**src/rtl/fetch_sequencer_pkg.sv**
```systemverilog
// ============================================================================
// Module      : fetch_sequencer_pkg
// Description : Shared constants and fetch state encoding for the RISC front end.
// Revision    : 1.0 - initial release
// ============================================================================
`default_nettype none

package fetch_sequencer_pkg;

   localparam int          DEF_ADDR_W  = 6;
   localparam int          DEF_WORD_W  = 24;
   localparam int          DEF_DEPTH   = 2;
   localparam logic [3:0]  DEF_HALT_OP = 4'hF;
   localparam int          OPC_HI      = 23;
   localparam int          OPC_LO      = 20;

   typedef enum logic [1:0] {
      ST_RUN   = 2'd0,
      ST_DRAIN = 2'd1,
      ST_HALT  = 2'd2
   } fetch_state_t;

   function automatic logic [3:0] opcode_of(input logic [DEF_WORD_W-1:0] word);
      return word[OPC_HI:OPC_LO];
   endfunction

endpackage

`default_nettype wire

```
**src/rtl/fetch_sequencer_if.sv**
```systemverilog
// ============================================================================
// Module      : fetch_sequencer_if
// Description : Instruction-memory, decode handshake and redirect signals.
// Revision    : 1.0 - initial release
// ============================================================================
`default_nettype none

interface fetch_sequencer_if
   import fetch_sequencer_pkg::*;
#(
   parameter int ADDR_W = DEF_ADDR_W,
   parameter int WORD_W = DEF_WORD_W
);

   logic [ADDR_W-1:0] INSTR_ADDR;
   logic [WORD_W-1:0] INSTR_WORD;
   logic              FETCH_VALID;
   logic [WORD_W-1:0] FETCH_WORD;
   logic [ADDR_W-1:0] FETCH_PC;
   logic              FETCH_READY;
   logic              BRANCH_TAKEN;
   logic [ADDR_W-1:0] BRANCH_TARGET;
   logic              HALTED;

   modport master (
      output INSTR_ADDR,
      input  INSTR_WORD,
      output FETCH_VALID,
      output FETCH_WORD,
      output FETCH_PC,
      input  FETCH_READY,
      input  BRANCH_TAKEN,
      input  BRANCH_TARGET,
      output HALTED
   );

   modport slave (
      input  INSTR_ADDR,
      output INSTR_WORD,
      input  FETCH_VALID,
      input  FETCH_WORD,
      input  FETCH_PC,
      output FETCH_READY,
      output BRANCH_TAKEN,
      output BRANCH_TARGET,
      input  HALTED
   );

endinterface

`default_nettype wire

```
**src/rtl/fetch_sequencer_queue.sv**
```systemverilog
// ============================================================================
// Module      : fetch_queue
// Description : Two-entry FIFO with push, pop and flush; head reads zero when empty.
// Revision    : 1.0 - initial release
// ============================================================================
`default_nettype none

module fetch_queue #(
   parameter int W     = 30,
   parameter int DEPTH = 2
) (
   input  wire logic         clk,
   input  wire logic         rst,
   input  wire logic         i_push,
   input  wire logic [W-1:0] i_data,
   input  wire logic         i_pop,
   input  wire logic         i_flush,
   output logic      [W-1:0] o_head,
   output logic              o_valid,
   output logic              o_full
);

   logic [W-1:0] r_mem [0:1];
   logic         r_rd;
   logic [1:0]   r_count;
   logic         w_wr;

   // Tail slot: equals the read slot when empty or full, the other slot otherwise.
   assign w_wr    = r_rd ^ r_count[0];
   assign o_valid = (r_count != 2'd0);
   assign o_full  = (r_count == 2'(DEPTH));
   assign o_head  = o_valid ? r_mem[r_rd] : '0;

   always_ff @(posedge clk or posedge rst) begin
      if (rst) begin
         r_mem[0] <= '0;
         r_mem[1] <= '0;
         r_rd     <= 1'b0;
         r_count  <= 2'd0;
      end else begin
         if (i_push) begin
            r_mem[w_wr] <= i_data;
         end
         r_rd <= r_rd ^ i_pop;
         if (i_flush) begin
            r_count <= 2'd0;
         end else begin
            r_count <= r_count + {1'b0, i_push} - {1'b0, i_pop};
         end
      end
   end

endmodule

`default_nettype wire

```
**src/rtl/fetch_sequencer.sv**
```systemverilog
// ============================================================================
// Module      : fetch_sequencer
// Description : PC owner, fetch/halt state machine and branch arbitration.
// Revision    : 1.0 - initial release
// ============================================================================
`default_nettype none

module fetch_sequencer
   import fetch_sequencer_pkg::*;
#(
   parameter int         ADDR_W  = DEF_ADDR_W,
   parameter int         WORD_W  = DEF_WORD_W,
   parameter int         DEPTH   = DEF_DEPTH,
   parameter logic [3:0] HALT_OP = DEF_HALT_OP
) (
   input  wire logic            CLK,
   input  wire logic            RESET,
   fetch_sequencer_if.master    bus
);

   localparam int ENTRY_W = WORD_W + ADDR_W;

   fetch_state_t        r_state;
   logic [ADDR_W-1:0]   r_pc;
   logic                r_halted;

   logic [ENTRY_W-1:0]  w_head;
   logic                w_valid;
   logic                w_full;
   logic                w_pop;
   logic                w_push;
   logic                w_fetch_halt;
   logic                w_head_halt;

   assign w_pop        = w_valid & bus.FETCH_READY;
   assign w_push       = (r_state == ST_RUN) & ~bus.BRANCH_TAKEN & (~w_full | w_pop);
   assign w_fetch_halt = (bus.INSTR_WORD[OPC_HI:OPC_LO] == HALT_OP);
   assign w_head_halt  = (w_head[ENTRY_W-1 -: WORD_W] >> OPC_LO) == WORD_W'(HALT_OP);

   fetch_queue #(
      .W     (ENTRY_W),
      .DEPTH (DEPTH)
   ) u_queue (
      .clk     (CLK),
      .rst     (RESET),
      .i_push  (w_push),
      .i_data  ({bus.INSTR_WORD, r_pc}),
      .i_pop   (w_pop),
      .i_flush (bus.BRANCH_TAKEN),
      .o_head  (w_head),
      .o_valid (w_valid),
      .o_full  (w_full)
   );

   always_ff @(posedge CLK or posedge RESET) begin
      if (RESET) begin
         r_state  <= ST_RUN;
         r_pc     <= '0;
         r_halted <= 1'b0;
      end else if (bus.BRANCH_TAKEN) begin
         r_state  <= ST_RUN;
         r_pc     <= bus.BRANCH_TARGET;
         r_halted <= 1'b0;
      end else begin
         case (r_state)
            ST_RUN: begin
               // A fetched halt word is queued but the PC stays on it.
               if (w_push) begin
                  if (w_fetch_halt) begin
                     r_state <= ST_DRAIN;
                  end else begin
                     r_pc <= r_pc + ADDR_W'(1);
                  end
               end
            end
            ST_DRAIN: begin
               if (w_pop && w_head_halt) begin
                  r_state  <= ST_HALT;
                  r_halted <= 1'b1;
               end
            end
            ST_HALT: begin
               r_halted <= 1'b1;
            end
            default: begin
               r_state <= ST_RUN;
            end
         endcase
      end
   end

   assign bus.INSTR_ADDR  = r_pc;
   assign bus.FETCH_VALID = w_valid;
   assign bus.FETCH_WORD  = w_head[ENTRY_W-1 -: WORD_W];
   assign bus.FETCH_PC    = w_head[ADDR_W-1:0];
   assign bus.HALTED      = r_halted;

endmodule

`default_nettype wire
```
**src/flat_wrapper.sv**
```systemverilog
// flat-port wrapper written by rule: the top's interface ports become plain ports
module fetch_sequencer_flat import fetch_sequencer_pkg::*;
#(
   parameter int         ADDR_W  = DEF_ADDR_W,
   parameter int         WORD_W  = DEF_WORD_W,
   parameter int         DEPTH   = DEF_DEPTH,
   parameter logic [3:0] HALT_OP = DEF_HALT_OP
)
  (CLK, RESET, bus_INSTR_ADDR, bus_INSTR_WORD, bus_FETCH_VALID, bus_FETCH_WORD, bus_FETCH_PC, bus_FETCH_READY, bus_BRANCH_TAKEN, bus_BRANCH_TARGET, bus_HALTED);
  fetch_sequencer_if #(.ADDR_W(ADDR_W), .WORD_W(WORD_W)) bus_i ();
  input  wire logic CLK;
  input  wire logic RESET;
  output wire logic [$bits(bus_i.INSTR_ADDR)-1:0] bus_INSTR_ADDR;
  input wire logic [$bits(bus_i.INSTR_WORD)-1:0] bus_INSTR_WORD;
  output wire logic [$bits(bus_i.FETCH_VALID)-1:0] bus_FETCH_VALID;
  output wire logic [$bits(bus_i.FETCH_WORD)-1:0] bus_FETCH_WORD;
  output wire logic [$bits(bus_i.FETCH_PC)-1:0] bus_FETCH_PC;
  input wire logic [$bits(bus_i.FETCH_READY)-1:0] bus_FETCH_READY;
  input wire logic [$bits(bus_i.BRANCH_TAKEN)-1:0] bus_BRANCH_TAKEN;
  input wire logic [$bits(bus_i.BRANCH_TARGET)-1:0] bus_BRANCH_TARGET;
  output wire logic [$bits(bus_i.HALTED)-1:0] bus_HALTED;
  assign bus_INSTR_ADDR = bus_i.INSTR_ADDR;
  assign bus_i.INSTR_WORD = bus_INSTR_WORD;
  assign bus_FETCH_VALID = bus_i.FETCH_VALID;
  assign bus_FETCH_WORD = bus_i.FETCH_WORD;
  assign bus_FETCH_PC = bus_i.FETCH_PC;
  assign bus_i.FETCH_READY = bus_FETCH_READY;
  assign bus_i.BRANCH_TAKEN = bus_BRANCH_TAKEN;
  assign bus_i.BRANCH_TARGET = bus_BRANCH_TARGET;
  assign bus_HALTED = bus_i.HALTED;
  fetch_sequencer #(.ADDR_W(ADDR_W), .WORD_W(WORD_W), .DEPTH(DEPTH), .HALT_OP(HALT_OP)) u_core (.CLK(CLK), .RESET(RESET), .bus(bus_i));
endmodule
```
**config.mk**
```make
export PLATFORM = sky130hd
export DESIGN_NAME = fetch_sequencer_flat
export DESIGN_NICKNAME = d
export VERILOG_FILES = /design/src/rtl/fetch_sequencer_pkg.sv /design/src/rtl/fetch_sequencer_if.sv /design/src/rtl/fetch_sequencer_queue.sv /design/src/rtl/fetch_sequencer.sv /design/src/flat_wrapper.sv
export SDC_FILE = /design/constraint.sdc
export NUM_CORES = 1
export LEC_CHECK = 0
export CORE_UTILIZATION = 35
export CTS_CLUSTER_SIZE = 10
export DETAILED_ROUTE_END_ITERATION = 8
export GPL_TIMING_DRIVEN = 0
export PLACE_DENSITY = 0.63
export SLEW_MARGIN = 10
export SYNTH_ARGS = -nofsm -noshare
export SYNTH_HDL_FRONTEND = slang
export SYNTH_SLANG_ARGS = --single-unit
```
**constraint.sdc**
```tcl
create_clock -name CLK -period 2.95 [get_ports CLK]
set_input_delay 0.59 -clock CLK [delete_from_list [all_inputs] [get_ports CLK]]
set_output_delay 0.59 -clock CLK [all_outputs]
set_load 0.005 [all_outputs]
```
Word-level counts from Yosys, hierarchy flattened. Cells that the tools add are included.

Bits of input ports: 34. Bits in registers: 72. Output and inout port bits: 38. Logic and storage cells: 63.

Eq/ne operators: 10. Order comparisons: 3. Mux-type cells: 20. $add $sub $neg: 3. Bitwise operators: 10. Reductions and logical operators: 10.

Operators by type and width (count): 30-bit 2-to-1 mux (5); 60-bit bitwise mux (1); 30-bit demux with 1-bit select (1); 6-bit 2-to-1 mux (4); 2-bit 2-to-1 mux (5); 4-bit == test (second input constant) (2); 6-bit by 1-bit adder with 6-bit output (second input constant) (1); 3-bit by 2-bit inequality test with 1-bit output (second input constant) (2); 2-bit one-hot mux with 3 select lines (1); 2-bit nonzero test (3); 2-bit == test (second input constant) (2); 2-bit >= comparator (second input constant) (2); 2-bit inequality test (second input constant) (2); 1-bit inverter with 2-bit output (2); 4-bit AND reduction (1); 1-bit bitwise AND (3); 3-bit inequality test (second input constant) (1); 3-bit AND reduction (1); 3-bit nonzero test (1); 2-bit by 1-bit adder with 2-bit output (1); 2-bit by 1-bit == test with 1-bit output (second input constant) (1); 1-bit logical AND (2); 2-bit logical NOT (1); 2-bit by 1-bit less-than comparator with 1-bit output (second input constant) (1); 7 further kinds (10).

Longest topological paths before layout.
Depth after elaboration: 10. Depth in mapped cells: 7. Mapped depth without buffers: 7.

Cells and area by module. A second synthesis with hierarchy kept.

Cells, all modules: 268. Area total of the unflattened synthesis: 3493.4 um2.

Modules (own cells, without submodules): fetch_queue (seq. area each 1576.5 um2, cells each 213, area each 2969.1 um2, instances 1); fetch_sequencer (seq. area each 225.2 um2, cells each 55, area each 524.3 um2, instances 1).

Worst setup path before layout. Ideal clock, no wire load.

Path type: reg2out. Start: register u_core.u_queue.r_count[0]. End: output port bus_FETCH_WORD[12]. Buffers on the path: 2. Path slack: 1.077 ns. Stages on the path, launching flop included: 5. Required time: 2.360 ns. Arrival: 1.283 ns. Cells stage by stage: dfrtp_1 > nor2_1 > clkbuf_1 > clkbuf_1 > nor2_1.

Word-level cells in the longest chain between the ends: 2.

Ends and longest elaborated chain: from (decl) (line fetch_sequencer_queue.sv:25) `logic [1:0] r_count;`; from (signal assigned) (line fetch_sequencer_queue.sv:48) `r_count <= r_count + {1'b0, i_push} - {1'b0, i_pop};`; 2-bit nonzero test (line fetch_sequencer_queue.sv:30) `assign o_valid = (r_count != 2'd0);`; 30-bit 2-to-1 mux (line fetch_sequencer_queue.sv:32) `assign o_head = o_valid ? r_mem[r_rd] : '0;`; to (decl) (line flat_wrapper.sv:16) `output wire logic [$bits(bus_i.FETCH_WORD)-1:0] bus_FETCH_WORD;`.

Every way passes these cells.

Worst setup path after layout.
Start: register u_core.u_queue.r_rd. End: output port bus_FETCH_WORD[5].

Word-level cells in the longest chain between the ends: 5.

Ends and longest elaborated chain: from (decl) (line fetch_sequencer_queue.sv:24) `logic r_rd;`; from (signal assigned) (line fetch_sequencer_queue.sv:44) `r_rd <= r_rd ^ i_pop;`; 1-bit inverter with 2-bit output (implied by the code) (line fetch_sequencer_queue.sv:32); 30-bit 2-to-1 mux (implied by the code) (3 in a row) (line fetch_sequencer_queue.sv:32); 30-bit 2-to-1 mux (line fetch_sequencer_queue.sv:32).

Every way passes these cells. The select of a mux whose other input is x is not followed.

==> Implementation_results.wiki <==
{| class="wikitable"
! Metric !! Value
|-
| Remaining global-route overflow || 0
|-
| First-pass GRT wire length || 12.0 mm
|-
| Largest fanout of any net on the critical path || 10
|-
| Final Hold Fails || 0
|-
| Power density over cell area || 1120 mW/mm^2
|-
| Distinct cells, synth || 36
|-
| Number of DRC violations after detailed routing || 0
|-
| Worst slack, placed || 102 ps
|-
| Net count of the finished layout || 390
|-
| Status || finished, final reports clean
|-
| Final setup fails || 0
|-
| Average vias per placed instance || 4.82
|-
| Clk buf depth || 2
|-
| IO Count || 72
|-
| Die height || 103 um
|-
| Worst setup slack for register-to-register paths || 1200 ps
|-
| Most common cell after layout, fill and taps aside || sky130_fd_sc_hd__dfrtp_1
|-
| Maximum level of the CTS H-tree || 3
|-
| Endpoint required time on the critical path || 2360 ps
|-
| Total setup buffers inserted after CTS || 0
|-
| Switching power of the nets || 1.71 mW
|-
| Clock share of power || 13.3%
|-
| Instance area after placement || 0.00445 sq mm
|-
| Mapped Area || 0.00355 sq mm
|-
| Total routed wirelength || 7.52 mm
|-
| Maximum resistive drop on vdd || 396 uV
|-
| Reg-to-Reg End || u_core.u_queue.r_mem[50]
|-
| Initial core utilization || 36.1%
|-
| Final worst slack || 157 ps
|-
| Launching point of the worst reg2reg path || u_core.u_queue.r_count[0]
|-
| Post-Synthesis Cells || 270
|-
| Fmax || 0.358 GHz
|-
| Area of the core || 0.00982 sq mm
|-
| Tightest Hold Check Type || reg2reg
|-
| Synth Warn # || 0
|-
| Met3 Wirelength || 247 um
|-
| Initial antenna violation count || 0
|-
| Worst path arrival time || 2200 ps
|-
| Highest metal used || met4
|-
| Cell-by-cell trace of the critical path || buf_2 > buf_4 > buf_2 > mux2i_1 > nor2_1 > clkdlybuf4s50_1
|-
| Flop pwr share || 34.1%
|-
| Post-route worst hold slack || 504 ps
|-
| Final instance area || 0.00462 sq mm
|-
| GRT Total Usage || 15.3%
|-
| Final critical delay including setup and external delays || 2790 ps
|-
| Total power || 5.17 mW
|-
| Proportion of layout cells with a drive suffix above 1 || 26.8%
|-
| Worst setup startpoint || u_core.u_queue.r_rd
|-
| Worst path slowest cell || sky130_fd_sc_hd__clkdlybuf4s50_1
|-
| Post-route clock period utilization || 94.7%
|-
| DPL Wire Length || 5.25 mm
|-
| Number of port buffers || 71
|-
| Residual antenna-violating net count after detailed routing || 0
|-
| Die Wd || 103 um
|-
| Clock tree from TritonCTS || built
|-
| Leakage power of the design || 2.13 nW
|-
| Number of global-route vias before repair || 2403
|-
| Type of destination of the critical path || output port
|-
| Post-DR wirelength/cell || 15.3 um
|-
| Clock buffers created by TritonCTS || 9
|-
| Initial detailed-routing violation count || 34
|-
| Flip-flop and latch count after synthesis || 72
|-
| CTS sink count || 72
|-
| Clock root buffer master || sky130_fd_sc_hd__clkbuf_8
|-
| Antenna diodes || 0
|-
| Syn_nets || 307
|-
| Clock insertion delay at the later pin of the skew report || 340 ps
|-
| FF-to-FF path depth || 4
|-
| Nature of the critical path startpoint || register
|-
| Count of placed standard cells including taps || 475
|-
| Average footprint of a synthesized cell || 13.1 sq um
|-
| Die footprint || 0.0105 sq mm
|-
| Routed length on met1 || 3.67 mm
|-
| Highest cell delay on the worst timing path || 450 ps
|-
| Number of hold buffers added after cts || 0
|-
| Worst rel slew slack || 68.3%
|-
| Max-cap violation count || 0
|-
| Fin Clk Skew || 8.67 ps
|-
| First drt pass iteration count || 4
|-
| Number of rows created at floorplan || 36
|-
| Number of max-slew violations in the final report || 0
|-
| Switch share || 33.1%
|-
| Post-CTS clock slew at the launch and capture registers of the worst setup and hold paths || 70 ps
|-
| Destination of the critical timing path || bus_FETCH_WORD[5]
|-
| Internal power contribution || 3.46 mW
|-
| Proportion of synthesized chip area in sequential cells || 50.8%
|-
| Cell with the most instances on the worst path || sky130_fd_sc_hd__buf_2
|-
| Comb power frac || 52.5%
|-
| Critical Setup Path Class || reg2out
|-
| Number of standard cells in the final layout excluding fillers || 491
|-
| Setup tns final || 0 ps
|-
| RSZ-0062 raised after global routing || no
|-
| Highest-count cells in the layout ignoring fill and taps || sky130_fd_sc_hd__dfrtp_1 (72), sky130_fd_sc_hd__clkdlybuf4s50_1 (71), sky130_fd_sc_hd__nor2_1 (35), sky130_fd_sc_hd__mux2i_1 (31)
|-
| Total number of vias || 2366
|-
| Largest net degree at the start of global routing || 39
|-
| Share of the core filled with cells in the final layout || 47.0%
|-
| Routed wl met2 || 3.49 mm
|-
| Cts repair resizes || 2
|-
| Worst slew pin tran || 471 ps
|-
| Area Overhead vs Synth || 30.2%
|-
| Gp weighted congestion || 0.686
|}
## registers in the layout (all words and copies together), names as in the netlist
name / count
u_core.bus.HALTED: 1
u_core.bus.INSTR_ADDR: 6
u_core.r_state: 2
u_core.u_queue.r_count: 2
u_core.u_queue.r_mem: 60
u_core.u_queue.r_rd: 1
## power by group through the flow
stage | sequential [mW] | clock, mW | combinational [mW]
2_1_floorplan | 1.69 | 0 | 1.87
3_3_place_gp | 1.75 | 0 | 2.70
3_5_place_dp | 1.77 | 0 | 2.75
4_1_cts | 1.76 | 0.713 | 2.77
5_1_grt | 1.82 | 0.754 | 2.96
6_report | 1.76 | 0.689 | 2.71
## final cells by class
type	count	area (sq um)
Clock inverter	4	20.0
Clock buffer	12	145
Fill cell	932	5200
Sequential cell	72	1800
Inverter	8	32.5
Timing Repair Buffer	72	731
Tap cell	133	166
Buffer	14	136
Multi-Input combinational cell	176	1590
## synth_stat cells (all sizes together)
cell / count / area, sq um
o31ai: 1 / 7.51
nor3: 1 / 16.3
a31oi: 2 / 12.5
or3: 2 / 12.5
dfrtp: 72 / 1800
mux2i: 31 / 310
ha: 3 / 37.5
o311ai: 2 / 17.5
o21ai: 5 / 25.0
a31o: 1 / 8.76
or2: 1 / 6.26
xor2: 4 / 35.0
nand4: 2 / 18.8
nand3: 5 / 25.0
buf: 10 / 116
inv: 8 / 30.0
clkbuf: 4 / 15.0
or3b: 1 / 11.3
mux2: 60 / 788
a41oi: 1 / 8.76
a21o: 1 / 8.76
and2: 1 / 8.76
xnor2: 2 / 17.5
nand2: 10 / 45.0
o211ai: 1 / 7.51
nor2b: 1 / 6.26
nor4: 1 / 6.26
nor2: 36 / 135
nand3b: 1 / 7.51
## per-layer routing
layer  global-route usage [%]  vias to the layer above
li1                         -                     1107
met1                     20.5                     1200
met2                     24.1                       49
met3                     3.12                       10
met4                     6.37                        0
met5                        0                        -
## logic make-up after synthesis
kind of cell / synth area share [%]
AND/OR/NAND/NOR: 8.43
XOR/XNOR: 1.48
buffers and inverters: 4.55
AO/OA/AOI/OAI: 2.72
flip-flops: 50.8
adder cells (fa/ha/maj): 1.06
multiplexers: 31.0
## worst min path at each step
stage	start	endpoint	depth (start not counted)
finish	u_core.u_queue.r_mem[39]	u_core.u_queue.r_mem[39]	1
global route	u_core.u_queue.r_mem[39]	u_core.u_queue.r_mem[39]	1
CTS	u_core.u_queue.r_mem[37]	u_core.u_queue.r_mem[37]	1
detailed placement	u_core.u_queue.r_mem[37]	u_core.u_queue.r_mem[37]	1
global placement	u_core.u_queue.r_mem[50]	u_core.u_queue.r_mem[50]	1
floorplan	u_core.u_queue.r_mem[30]	u_core.u_queue.r_mem[30]	1
## critical path, delay by kind of cell (launching register included)
family,cells,cell delay (ps)
buffers and inverters,4,1220
flip-flops,1,320
AND/OR/NAND/NOR,1,60
multiplexers,1,260
No activity file was read; power rests on OpenSTA's default activity.
